### config.mk
export PLATFORM = sky130hd
export DESIGN_NAME = core_sequencer
export DESIGN_NICKNAME = d
export VERILOG_FILES = /design/src/rtl/core_sequencer.sv
export SDC_FILE = /design/constraint.sdc
export NUM_CORES = 1
export LEC_CHECK = 0
export CORE_MARGIN = 2
export CORE_UTILIZATION = 40
export DETAILED_ROUTE_END_ITERATION = 6
export PLACE_DENSITY = 0.7
export SLEW_MARGIN = 20
export SYNTH_ARGS = -nofsm -noshare
export SYNTH_HDL_FRONTEND = slang
export SYNTH_SLANG_ARGS = --single-unit
export TNS_END_PERCENT = 100
### constraint.sdc
create_clock -name clk -period 3.4 [get_ports clk]
set_clock_uncertainty 0.05 [all_clocks]
set_input_delay 1.02 -clock clk [delete_from_list [all_inputs] [get_ports clk]]
set_output_delay 1.02 -clock clk [all_outputs]
set_load 0.02 [all_outputs]
### src/rtl/core_sequencer.sv
// core_sequencer
// Loads the program memory from a valid/ready word stream, then paces the
// 5-stage core with one step strobe every STEP_CYCLES cycles. Owns the PC,
// redirects it on taken branches (with a one-cycle flush), drains the pipeline
// after the last instruction and reports done/error.
//
// Ports:
//   clk, rst                  clock (rising edge), async active-high reset
//   start, load_len           begin a load of load_len words (IDLE/DONE only)
//   load_valid/load_data/load_ready   program word stream handshake
//   pmem_we/pmem_waddr/pmem_wdata     registered program memory write port
//   step, pc                  pipeline advance strobe and byte PC for fetch
//   branch_taken/branch_target        branch redirect from execute
//   flush                     one-cycle squash of fetch/decode
//   halt_req                  stop execution
//   running, done, error      status (error is sticky)
//
// state   | meaning
// S_IDLE  | waiting for start after reset
// S_LOAD  | accepting program words from the stream
// S_RUN   | issuing steps, advancing pc
// S_DRAIN | last instruction fetched, stepping the pipeline empty
// S_DONE  | finished (normal, halt or bad branch); pc held
module core_sequencer #(
  parameter int MEM_DEPTH   = 32,
  parameter int STEP_CYCLES = 5,
  parameter int DRAIN_STEPS = 4
) (
  input  logic        clk,
  input  logic        rst,
  input  logic        start,
  input  logic [5:0]  load_len,
  input  logic        load_valid,
  input  logic [31:0] load_data,
  output logic        load_ready,
  output logic        pmem_we,
  output logic [4:0]  pmem_waddr,
  output logic [31:0] pmem_wdata,
  output logic        step,
  output logic [7:0]  pc,
  input  logic        branch_taken,
  input  logic [7:0]  branch_target,
  output logic        flush,
  input  logic        halt_req,
  output logic        running,
  output logic        done,
  output logic        error
);

  localparam int PW = (STEP_CYCLES > 1) ? $clog2(STEP_CYCLES) : 1;
  localparam int DW = (DRAIN_STEPS > 1) ? $clog2(DRAIN_STEPS) : 1;
  localparam logic [PW-1:0] PACE_LAST  = PW'(STEP_CYCLES - 1);
  localparam logic [DW-1:0] DRAIN_LAST = DW'(DRAIN_STEPS - 1);
  localparam logic [5:0]    MAX_LEN    = 6'(MEM_DEPTH);

  typedef enum logic [2:0] {S_IDLE, S_LOAD, S_RUN, S_DRAIN, S_DONE} state_t;

  state_t          state, state_nxt;
  logic [5:0]      len;
  logic [5:0]      wcnt;
  logic [PW-1:0]   pace;
  logic [DW-1:0]   dcnt;

  logic idle_like, active, start_ok, xfer, last_word, pc_at_last, br_ok, pace_tc;
  logic unused_tgt_lsbs;

  // Byte-offset bits of the target are meaningless for word-aligned fetch.
  assign unused_tgt_lsbs = ^branch_target[1:0];

  assign idle_like  = (state == S_IDLE) || (state == S_DONE);
  assign active     = (state == S_RUN) || (state == S_DRAIN);
  assign start_ok   = (load_len != 6'd0) && (load_len <= MAX_LEN);
  assign xfer       = (state == S_LOAD) && load_valid && load_ready;
  assign last_word  = (wcnt == len - 6'd1);
  assign pc_at_last = (pc == {len - 6'd1, 2'b00});
  assign br_ok      = (branch_target[7:2] < len);
  assign pace_tc    = (pace == PACE_LAST);

  // halt and branch both suppress the step of their cycle.
  assign step    = active && !halt_req && !branch_taken && pace_tc;
  assign running = active;
  assign done    = (state == S_DONE);

  always_ff @(posedge clk or posedge rst) begin
    if (rst) state <= S_IDLE;
    else     state <= state_nxt;
  end

  always_comb begin
    state_nxt = state;
    case (state)
      S_IDLE, S_DONE: if (start && start_ok) state_nxt = S_LOAD;
      S_LOAD:         if (xfer && last_word) state_nxt = S_RUN;
      S_RUN, S_DRAIN: begin
        if (halt_req)            state_nxt = S_DONE;
        else if (branch_taken)   state_nxt = br_ok ? S_RUN : S_DONE;
        else if (step) begin
          if (state == S_RUN && pc_at_last)            state_nxt = S_DRAIN;
          else if (state == S_DRAIN && dcnt == DRAIN_LAST) state_nxt = S_DONE;
        end
      end
      default:        state_nxt = S_IDLE;
    endcase
  end

  always_ff @(posedge clk or posedge rst) begin
    if (rst) begin
      len        <= '0;
      wcnt       <= '0;
      pace       <= '0;
      dcnt       <= '0;
      pc         <= '0;
      load_ready <= 1'b0;
      pmem_we    <= 1'b0;
      pmem_waddr <= '0;
      pmem_wdata <= '0;
      flush      <= 1'b0;
      error      <= 1'b0;
    end else begin
      pmem_we <= xfer;
      flush   <= active && !halt_req && branch_taken && br_ok;

      if (idle_like && start) begin
        if (start_ok) begin
          len        <= load_len;
          wcnt       <= '0;
          error      <= 1'b0;
          load_ready <= 1'b1;
        end else begin
          error <= 1'b1;
        end
      end

      if (xfer) begin
        pmem_waddr <= wcnt[4:0];
        pmem_wdata <= load_data;
        wcnt       <= wcnt + 6'd1;
        if (last_word) begin
          load_ready <= 1'b0;
          pc         <= '0;
          pace       <= '0;
        end
      end

      if (active && !halt_req) begin
        if (branch_taken) begin
          if (br_ok) begin
            pc   <= {branch_target[7:2], 2'b00};
            pace <= '0;
          end else begin
            error <= 1'b1;
          end
        end else begin
          pace <= pace_tc ? '0 : pace + 1'b1;
          if (step) begin
            if (state == S_RUN) begin
              if (pc_at_last) dcnt <= '0;
              else            pc   <= pc + 8'd4;
            end else begin
              dcnt <= dcnt + 1'b1;
            end
          end
        end
      end
    end
  end

endmodule

* Yosys cells after proc, flatten, opt, wreduce, memory -nomap -nowiden
Cells that the tools add are included.
Storage, ports and cells: bits in registers 69, latch bits 0, RAM bits 0, ROM bits 0, logic and storage cells 97, memories kept 0
Cells by class: $add $sub $neg 5, multiply operators 0, divide/modulo/power cells 0, magnitude comparators 2, equality and inequality tests 13, shift operators 0, muxes and demuxes 37, bitwise operators 1, reduce and logical (&&, ||, !) cells 27
Operators with widths (count):
- $mux 8 | 8
- $mux 3 | 14
- $mux 6 | 3
- $logic_and 1x1->1 | 13
- $mux 1 | 9
- $pmux 3 s3 | 1
- $add 8x3->8 const B | 1
- $eq 8x8->1 | 1
- $reduce_and 4->1 | 2
- $add 6x1->6 const B | 1
- $eq 3x2->1 const B | 2
- $eq 3x3->1 const B | 2
- $eq 6x6->1 | 1
- $le 6x6->1 const B | 1
- $lt 6x6->1 | 1
- $reduce_bool 6->1 | 1
- $sub 6x1->6 const B | 1
- $ne 5x5->1 const B | 1
- $mux 2 | 2
- $ne 2x2->1 const B | 2
- $ne 4x4->1 const B | 1
- $reduce_and 2->1 | 2
- $reduce_bool 2->1 | 2
- $reduce_or 2->1 | 2
- other kinds (9) | 11

* Longest topological paths before layout
Gate-level depths: netlist of the first run.
word-level depth 9, gate-level depth with buffers 11, mapped depth without buffers 10

* Worst setup path after synthesis of the first run
Ideal clock, no wire load.
path kind in2out, start in halt_req, end out step, data arrival time 2.073 ns, required time 2.330 ns, setup slack 0.257 ns, stages 3, buffers on the path 0, cell sequence nor4b_1 nand3_1 inv_1
On the way: word-level cells in the longest chain between the ends 4
RTL lines:
- start: declaration | RTL line 44 | input logic halt_req,
- $logic_not 1->1 | RTL line 80 | assign step = active && !halt_req && !branch_taken && pace_tc;
- $logic_and 1x1->1 (3 in a row) | RTL line 80
- end: declaration | RTL line 39 | output logic step,
No other way between the ends.

* Final worst setup path of the first run
start in branch_taken, end out step
On the way: word-level cells in the longest chain between the ends 3
RTL lines:
- start: declaration | RTL line 41 | input logic branch_taken,
- $logic_not 1->1 | RTL line 80
- $logic_and 1x1->1 (2 in a row) | RTL line 80
No other way between the ends.

==> results.yml, run 1 <==
worst_setup_path:
  crit_path_end_kind: "output port"
  path_cells: "clkdlybuf4s50_1 -> nor4b_4 -> nand3_1 -> inv_1 -> buf_2"
  cp_max_fo: 2
  required_ps: 2330
  arrival_ps: 2180
  critPathSlowestCell: "clkdlybuf4s50_1"
  path_class: "primary input to output port"
  cpPeakStageDelay_ps: 480
  worst_setup_path_start_kind: "primary input"
clock_tree:
  cts-root-buf: "clkbuf_8"
  path_clk_slew_ps: 70
  clk_latency_ps: 340
  cts.sinks: 69
  cts_tree: "built"
  cts_buffers: 9
  cts_buffer_depth: 2
  cts_max_level: 3
synthesis:
  yosysTopAreaCell: "dfrtp_1"
  yosys_warnings: 0
  synth.top_cell.area_share_pct: 51.1
  avgSynthCellArea_sq_um: 8.98
  synth_edf_count: 0
  yosysMostFrequentCell: "nand2_1"
  synthFlopType: "dfrtp_1"
  syn_area_sq_mm: 0.00338
  synth.net_count: 439
  async_reset_ff_share_pct: 100
  ys_seq_elements: 69
  yosysUniqueCellTypes: 49
  synth_cells: 376
  yosys-top-cells-area: "dfrtp_1 (51%), nand2_1 (15%), xnor2_1 (4.1%)"
  synth_commonest_cells: "nand2_1 (134), dfrtp_1 (69), inv_1 (19)"
  ys_seq_area_share_pct: 51.1
finish:
  drive_gt1_share_pct: 7.71
  nets: 551
  diodes: 0
  final_core_util_pct: 58.4
  syn2layout_area_growth_pct: 42.0
timing:
  finalCriticalPeriod_ps: 3250
  worst_pin_slew_ps: 475
  max_freq_mhz: 308
  fin_crit_sh_pct: 95.6
  slew_headroom_pct: 68.3
  rsz0062_at_grt: "false"
  hold_violations: 0
  setup_viol: 0
  slew_violations: 0
  whs_ps: 424
power_and_ir_drop:
  power_mw: 4.06
  leakage_nw: 2.23
  powerDensity_mw_per_mm2: 847
  irDropWorstVdd_uv: 424
place:
  hpwl_mm: 6.09
  gp_congestion: 0.851
  io_buffers: 101
drt:
  num_vias: 2966
  wl_per_cell_microns: 14.0
  drt_iter0_drc: 86
  antenna_left: 0
  routed_wl_mm: 8.36
  drc: 0
  dr.pass1.iters: 4
  viasPerCell: 4.96
grt:
  track_usage_pct: 19.9
  antenna_found_initial: 0
  grt_pass1_vias: 3104
  grt_pass1_wl_mm: 14.2
  grt-ovfl-total: 0
  grt_max_degree: 70
floorplan:
  dieArea_sq_mm: 0.00920
  die_height_microns: 95.9
  rows: 33
  num_io_pins: 104
  core-area_sq_mm: 0.00822
  die_x_microns: 95.9
  initial_core_util_pct: 41.1
run:
  max-cap-violations: 0
run_status:
  status: "finished clean"
worst_hold_path:
  hold_class: "register to register"
## registers in the layout, summed over array words and instances (netlist names)
register and flops:
pmem_waddr 5, pace 3, state 3, dcnt 2, pmem_we 1, load_ready 1, pmem_wdata 32, error 1
len 6, wcnt 6, pc 8, flush 1
## layout make-up
cell class | instances | area [sq um]
flip-flops and latches | 69 | 1730
well taps | 105 | 131
repair buffers | 117 | 1150
clock buffers | 12 | 135
inverters | 19 | 71.3
fillers | 726 | 3420
clock inverters | 4 | 48.8
multi-input cells | 272 | 1530
## final timing paths
check,startpoint,to,slack [ps],depth (start not counted)
worst max-delay path,branch_taken,step,150,5
worst min-delay path,pmem_wdata[2],pmem_wdata[2],420,2
worst max register to register,len[0],pc[4],690,9
worst min register to register,pmem_wdata[2],pmem_wdata[2],420,2
max in group asynchronous,rst,pmem_wdata[14],1980,3
min in group asynchronous,rst,pace[0],1030,3
## per-layer routing
layer  GRT usage [%]  vias to the layer above  routed length [microns]
li1                -                     1474                        -
met1            25.2                     1399                     3640
met2            31.5                       82                     3940
met3            6.58                       11                      642
met4            7.74                        0                      141
met5               0                        -                        0
## metrics by stage
step	worst slack (ps)	instance area, sq um	TNS, ps	cells
after floorplan	257	3380	0	376
final	149	4800	0	598
after global placement	-321	4590	-321	580
after global routing	54.0	4800	0	598
after CTS	27.8	4790	0	598
after detailed placement	-450	4590	-450	580
## what timing repair did
action | 4_1_cts | 5_1_grt
hold buffers | 0 | 0
setup endpoints to repair | 1 | 1
pin swaps | 2 | 0
gates cloned | 0 | 0
resized for setup | 4 | 2
buffers inserted | 2 | 0
## where the power goes
part,total [mW],internal [mW],switching [mW],leakage (nW)
combinational,2.00,0.925,1.07,1.27
clock,0.643,0.339,0.304,0.0943
sequential,1.42,1.14,0.280,0.867
## worst max-delay path, delay by kind of cell
family	cells	cell delay (ps)
buffers and inverters	3	730
AND/OR/NAND/NOR	2	440
## logic make-up after synthesis
| family | share of synthesized area (%) |
|---|---|
| mux | 0.593 |
| xor+xnor | 5.85 |
| flops | 51.1 |
| simple gates | 24.1 |
| compound gates | 10.3 |
| fa+ha+maj | 4.07 |
| buf+inv | 3.96 |
## placed cells by master, fill, tap and decap left out, types with 11 or more instances in the layout
master / n
xnor2_1: 16
o21ai_0: 17
inv_1: 18
buf_4: 14
nand3_1: 14
ha_1: 11
dfrtp_1: 69
clkdlybuf4s50_1: 100
nand2_1: 134
(Power assumes the default switching activity.)
==> inputs of run 2 (changes only) <==
--- a/config.mk
+++ b/config.mk
@@ -7,6 +7,7 @@
 export LEC_CHECK = 0
 export CORE_MARGIN = 2
 export CORE_UTILIZATION = 40
+export CTS_BUF_LIST = sky130_fd_sc_hd__clkbuf_8
 export DETAILED_ROUTE_END_ITERATION = 6
 export PLACE_DENSITY = 0.7
 export SLEW_MARGIN = 20
==> run 2 against run 1 <==
Compared with the run above: critical path depth is the same; setup slack is the same; core utilization is the same; hold slack is the same; via count grew 0.30%; cell area is the same.
==> results.yml, run 2 (synthesis results as in run 1) <==
drt:
  routed_wl_mm: 8.37
  num_vias: 2975
  antenna_left: 0
  drc: 0
  viasPerCell: 4.97
  wl_per_cell_microns: 14.0
  dr.pass1.iters: 4
  drt_iter0_drc: 86
finish:
  multiInputGateArea_sq_mm: 0.00153
  largest_register_ffs: 32
  regMostFlops: "pmem_wdata"
  syn2layout_area_growth_pct: 42.0
  drive_gt1_share_pct: 7.71
  nets: 551
  register_area_sq_mm: 0.00173
  final_common_cell: "nand2_1"
  reg_top3: "pmem_wdata: 32 flops, pc: 8 flops"
  layout.cells.non_filler: 598
  diodes: 0
  fillCellCount: 726
  layout_common_cells: "nand2_1 (134), clkdlybuf4s50_1 (100), dfrtp_1 (69), inv_1 (21), o21ai_0 (17)"
worst_hold_path:
  hold_class: "register to register"
  hold_depth: 2
clock_tree:
  cts.sinks: 69
  cts_max_level: 3
  clk_latency_ps: 340
  cts_tree: "built"
  cts_buffers: 9
  path_clk_slew_ps: 70
  cts_buffer_depth: 2
  cts-root-buf: "clkbuf_8"
worst_setup_path:
  cp_max_fo: 2
  crit_path_end_kind: "output port"
  crit_path_end: "step"
  cp_top_family: "buffers and inverters"
  path_cells: "clkdlybuf4s50_1 -> nor4b_4 -> nand3_1 -> inv_1 -> buf_2"
  path_class: "primary input to output port"
  worst-path-stages: 5
  crit_start: "branch_taken"
  worst_setup_path_start_kind: "primary input"
  critPathBufInv: 3
  r2r_slack_ps: 690
  r2r_end: "pc[4]"
  r2r_cells: 9
  required_ps: 2330
  critPathSlowestCell: "clkdlybuf4s50_1"
  r2r_start: "len[0]"
  arrival_ps: 2180
  cpPeakStageDelay_ps: 480
floorplan:
  die_x_microns: 95.9
  core-area_sq_mm: 0.00822
  die_height_microns: 95.9
  initial_core_util_pct: 41.1
  num_io_pins: 104
  dieArea_sq_mm: 0.00920
  rows: 33
grt:
  grt_max_degree: 70
  grt-ovfl-total: 0
  grt_pass1_vias: 3104
  grt_pass1_wl_mm: 14.2
  antenna_found_initial: 0
  track_usage_pct: 19.9
timing:
  whs_ps: 424
  finalCriticalPeriod_ps: 3250
  worst_pin_slew_ps: 475
  max_freq_mhz: 308
  setup_viol: 0
  slew_headroom_pct: 68.3
  slew_violations: 0
  hold_violations: 0
  setup-tns-final_ps: 0
  fin_crit_sh_pct: 95.6
  rsz0062_at_grt: "false"
run_status:
  status: "finished clean"
power_and_ir_drop:
  irDropWorstVdd_uv: 424
  leakage_nw: 2.24
  powerDensity_mw_per_mm2: 845
place:
  io_buffers: 101
  gp_congestion: 0.851
  hpwl_mm: 6.09
  dp.cells: 580
run:
  max-cap-violations: 0
-- run 2: cell count changes in the layout (fill, tap and decap cells not counted), sizes merged --
cell | previous run | this run
clkbuf | 12 | 9
inv | 19 | 22
-- run 2: repair_timing --
action                                  in CTS  in global routing
buffers inserted                             2                  0
endpoints found under the setup margin       1                  1
hold buffers                                 0                  0
pin swaps                                    2                  0
resized for setup                            4                  2
-- run 2: how the worst min path moves through the flow --
| stage | from | endpoint | slack [ps] |
|---|---|---|---|
| final | pmem_wdata[2] | pmem_wdata[2] | 420 |
| after global routing | pmem_wdata[27] | pmem_wdata[27] | 440 |
| after CTS | pmem_wdata[2] | pmem_wdata[2] | 430 |
| after detailed placement | pmem_wdata[3] | pmem_wdata[3] | 410 |
| after global placement | pmem_wdata[26] | pmem_wdata[26] | 410 |
| after floorplan | dcnt[1] | dcnt[1] | 420 |
-- run 2: per-layer routing --
layer | track usage, % | share of wire (%)
met1 | 25.2 | 43
met2 | 31.5 | 47
met3 | 6.58 | 7.8
met4 | 7.74 | 1.7
met5 | 0 | 0
-- run 2: power by group --
group	internal [mW]	switching, mW	leakage [nW]	total, mW
sequential	1.14	0.280	0.867	1.42
combinational	0.925	1.07	1.27	2.00
clock	0.330	0.306	0.107	0.636
-- run 2: final cells by class --
cell class	instances	share of cell area [%]
inverter	19	1.49
tap	105	2.74
sequential	69	36.0
timing repair buffer	117	24.0
clock buffer	9	2.58
multi-input combinational	272	32.0
clock inverter	7	1.25
-- run 2: per-stage QoR --
| stage | area, sq um | utilization [%] | setup slack, ps | total power [mW] |
|---|---|---|---|---|
| 2_1_floorplan | 3380 | - | 257 | 2.61 |
| 3_3_place_gp | 4590 | 55.8 | -321 | 3.39 |
| 3_5_place_dp | 4590 | 55.8 | -450 | 3.43 |
| 4_1_cts | 4790 | 58.4 | 27.8 | 4.09 |
| 5_1_grt | 4800 | 58.4 | 54.0 | 4.38 |
| 6_report | 4800 | 58.4 | 149 | 4.05 |
-- run 2: worst reg2reg max path, stage by stage (launching register included) --
cell and delay [ps]:
dfrtp_1 460, inv_1 80, ha_1 340, xnor2_1 140, or4_4 430, nor4_4 440, a211oi_1 130, buf_4 180
a32oi_1 180, o311ai_0 150
==> inputs of run 3 (changes only) <==
--- a/config.mk
+++ b/config.mk
@@ -9,7 +9,7 @@
 export CORE_UTILIZATION = 40
 export CTS_BUF_LIST = sky130_fd_sc_hd__clkbuf_8
 export DETAILED_ROUTE_END_ITERATION = 6
-export PLACE_DENSITY = 0.7
+export PLACE_DENSITY = 0.73
 export SLEW_MARGIN = 20
 export SYNTH_ARGS = -nofsm -noshare
 export SYNTH_HDL_FRONTEND = slang
==> constraint.sdc (replaced) <==
create_clock -name clk -period 2.8 [get_ports clk]
set_clock_uncertainty 0.05 [all_clocks]
set_input_delay 0.84 -clock clk [delete_from_list [all_inputs] [get_ports clk]]
set_output_delay 0.84 -clock clk [all_outputs]
set_load 0.02 [all_outputs]
==> run 3 against run 2 <==
Compared with the run above: first-iteration DRC count rose by 29%; clock-buffer cell count grew 1; combinational power increased by 23%; total power rose by 25%; critical path type unchanged; largest cell class unchanged.
==> results.yml, run 3 (synthesis results as in run 1) <==
run_status:
  status: "finished clean"
worst_setup_path:
  critPathBufInv: 3
  cp_max_fo: 2
  path_cells: "dlygate4sd2_1 -> nor4b_4 -> nand3_1 -> inv_1 -> buf_4"
  critPathSlowestCell: "nor4b_4"
  cp_top_family: "buffers and inverters"
  arrival_ps: 1870
  r2r_end: "pc[4]"
  path_class: "primary input to output port"
  r2r_start: "len[1]"
  r2r_cells: 9
  required_ps: 1910
  cpPeakStageDelay_ps: 320
  r2r_slack_ps: 210
  worst_setup_path_start_kind: "primary input"
  crit_path_end_kind: "output port"
worst_hold_path:
  hold_class: "register to register"
  hold_end: "pmem_wdata[3]"
  worstHoldStart: "pmem_wdata[3]"
  hold_depth: 2
floorplan:
  rows: 33
  initial_core_util_pct: 41.1
  die_x_microns: 95.9
  dieArea_sq_mm: 0.00920
  core-area_sq_mm: 0.00822
  die_height_microns: 95.9
  num_io_pins: 104
power_and_ir_drop:
  leakage_nw: 2.38
  power_mw: 5.08
  irDropWorstVdd_uv: 545
  powerDensity_mw_per_mm2: 1020
finish:
  drive_gt1_share_pct: 12.1
  final_core_util_pct: 60.7
  nets: 572
  fin_area_sq_mm: 0.00499
  layout_common_cells: "nand2_1 (134), clkdlybuf4s50_1 (97), dfrtp_1 (69), buf_4 (37), inv_1 (18)"
  reg_top3: "pmem_wdata: 32 flops, pc: 8 flops"
  syn2layout_area_growth_pct: 47.6
  layout.cells.non_filler: 619
  largest_register_ffs: 32
  regMostFlops: "pmem_wdata"
  final_common_cell: "nand2_1"
  diodes: 0
place:
  hpwl_mm: 6.18
  pre_cts_slack_ps: -584
  io_buffers: 101
  dpl_cell_area_sq_mm: 0.00463
  gp_congestion: 0.870
  dp.cells: 587
clock_tree:
  path_clk_slew_ps: 70
  cts_max_level: 3
  cts_buffers: 9
  cts_buffer_depth: 2
  cts-root-buf: "clkbuf_8"
  clk_latency_ps: 330
  cts.sinks: 69
  cts_tree: "built"
grt:
  grt_pass1_wl_mm: 14.4
  track_usage_pct: 20.3
  grt-ovfl-total: 0
  grt_pass1_vias: 3111
  grt_max_degree: 70
  antenna_found_initial: 0
drt:
  drc: 0
  wl_per_cell_microns: 14.1
  routed_wl_mm: 8.70
  dr.pass1.iters: 4
  num_vias: 3074
  viasPerCell: 4.97
  drt_iter0_drc: 111
  antenna_left: 0
timing:
  max_freq_mhz: 362
  whs_ps: 426
  worst_pin_slew_ps: 487
  slew_violations: 0
  setup_viol: 0
  slew_headroom_pct: 67.5
  rsz0062_at_grt: "false"
  fin_crit_sh_pct: 98.6
  setup_slack_ps: 39.0
  setup-tns-final_ps: 0
  finalCriticalPeriod_ps: 2760
  hold_violations: 0
run:
  max-cap-violations: 0
[run 3: cell types whose count changed in the layout (fill, tap and decap cells not counted), sizes merged]
cell and change:
buf +21, clkdlybuf4s50 -3, inv -3, dlygate4sd2 +2
bufinv +1, clkbuf +1, clkinvlp +1, dlymetal6s2s +1
[run 3: area by class of cell]
cell class / instances / area (sq um)
sequential: 69 / 1730
clock buffer: 10 / 138
fill: 700 / 3230
clock inverter: 6 / 86.3
multi-input combinational: 272 / 1530
timing repair buffer: 138 / 1300
inverter: 19 / 71.3
tap: 105 / 131
[run 3: metal layers]
metal	wire length (microns)	part of all wire, %	global-route usage, %	vias up
li1	-	-	-	1513
met1	3780	43	24.9	1453
met2	4110	47	33.2	93
met3	674	7.7	7.05	15
met4	132	1.5	7.14	0
met5	0	0	0	-
[run 3: worst min-delay path: cells and delay by family, from the launching register on]
kind	cells	cell delay, ps
flops	1	350
simple gates	2	100
[run 3: how the worst max path moves through the flow]
stage / start / end / slack (ps) / cells past startpoint
6_report: halt_req / step / 40 / 5
5_1_grt: halt_req / step / 9 / 5
4_1_cts: state[2] / running / 90 / 3
3_5_place_dp: halt_req / step / -580 / 5
3_3_place_gp: halt_req / step / -560 / 5
2_1_floorplan: halt_req / step / 20 / 3
[run 3: where the power goes]
group / switching [mW] / total (mW) / internal [mW]
Combinational: 1.32 / 2.46 / 1.15
Sequential: 0.322 / 1.70 / 1.38
Clock: 0.383 / 0.907 / 0.524
[run 3: repair_timing]
item	in CTS	in global routing
setup endpoints to repair	1	2
hold buffers	0	0
setup buffers	16	0
resized for setup	8	3
pin swaps	2	1
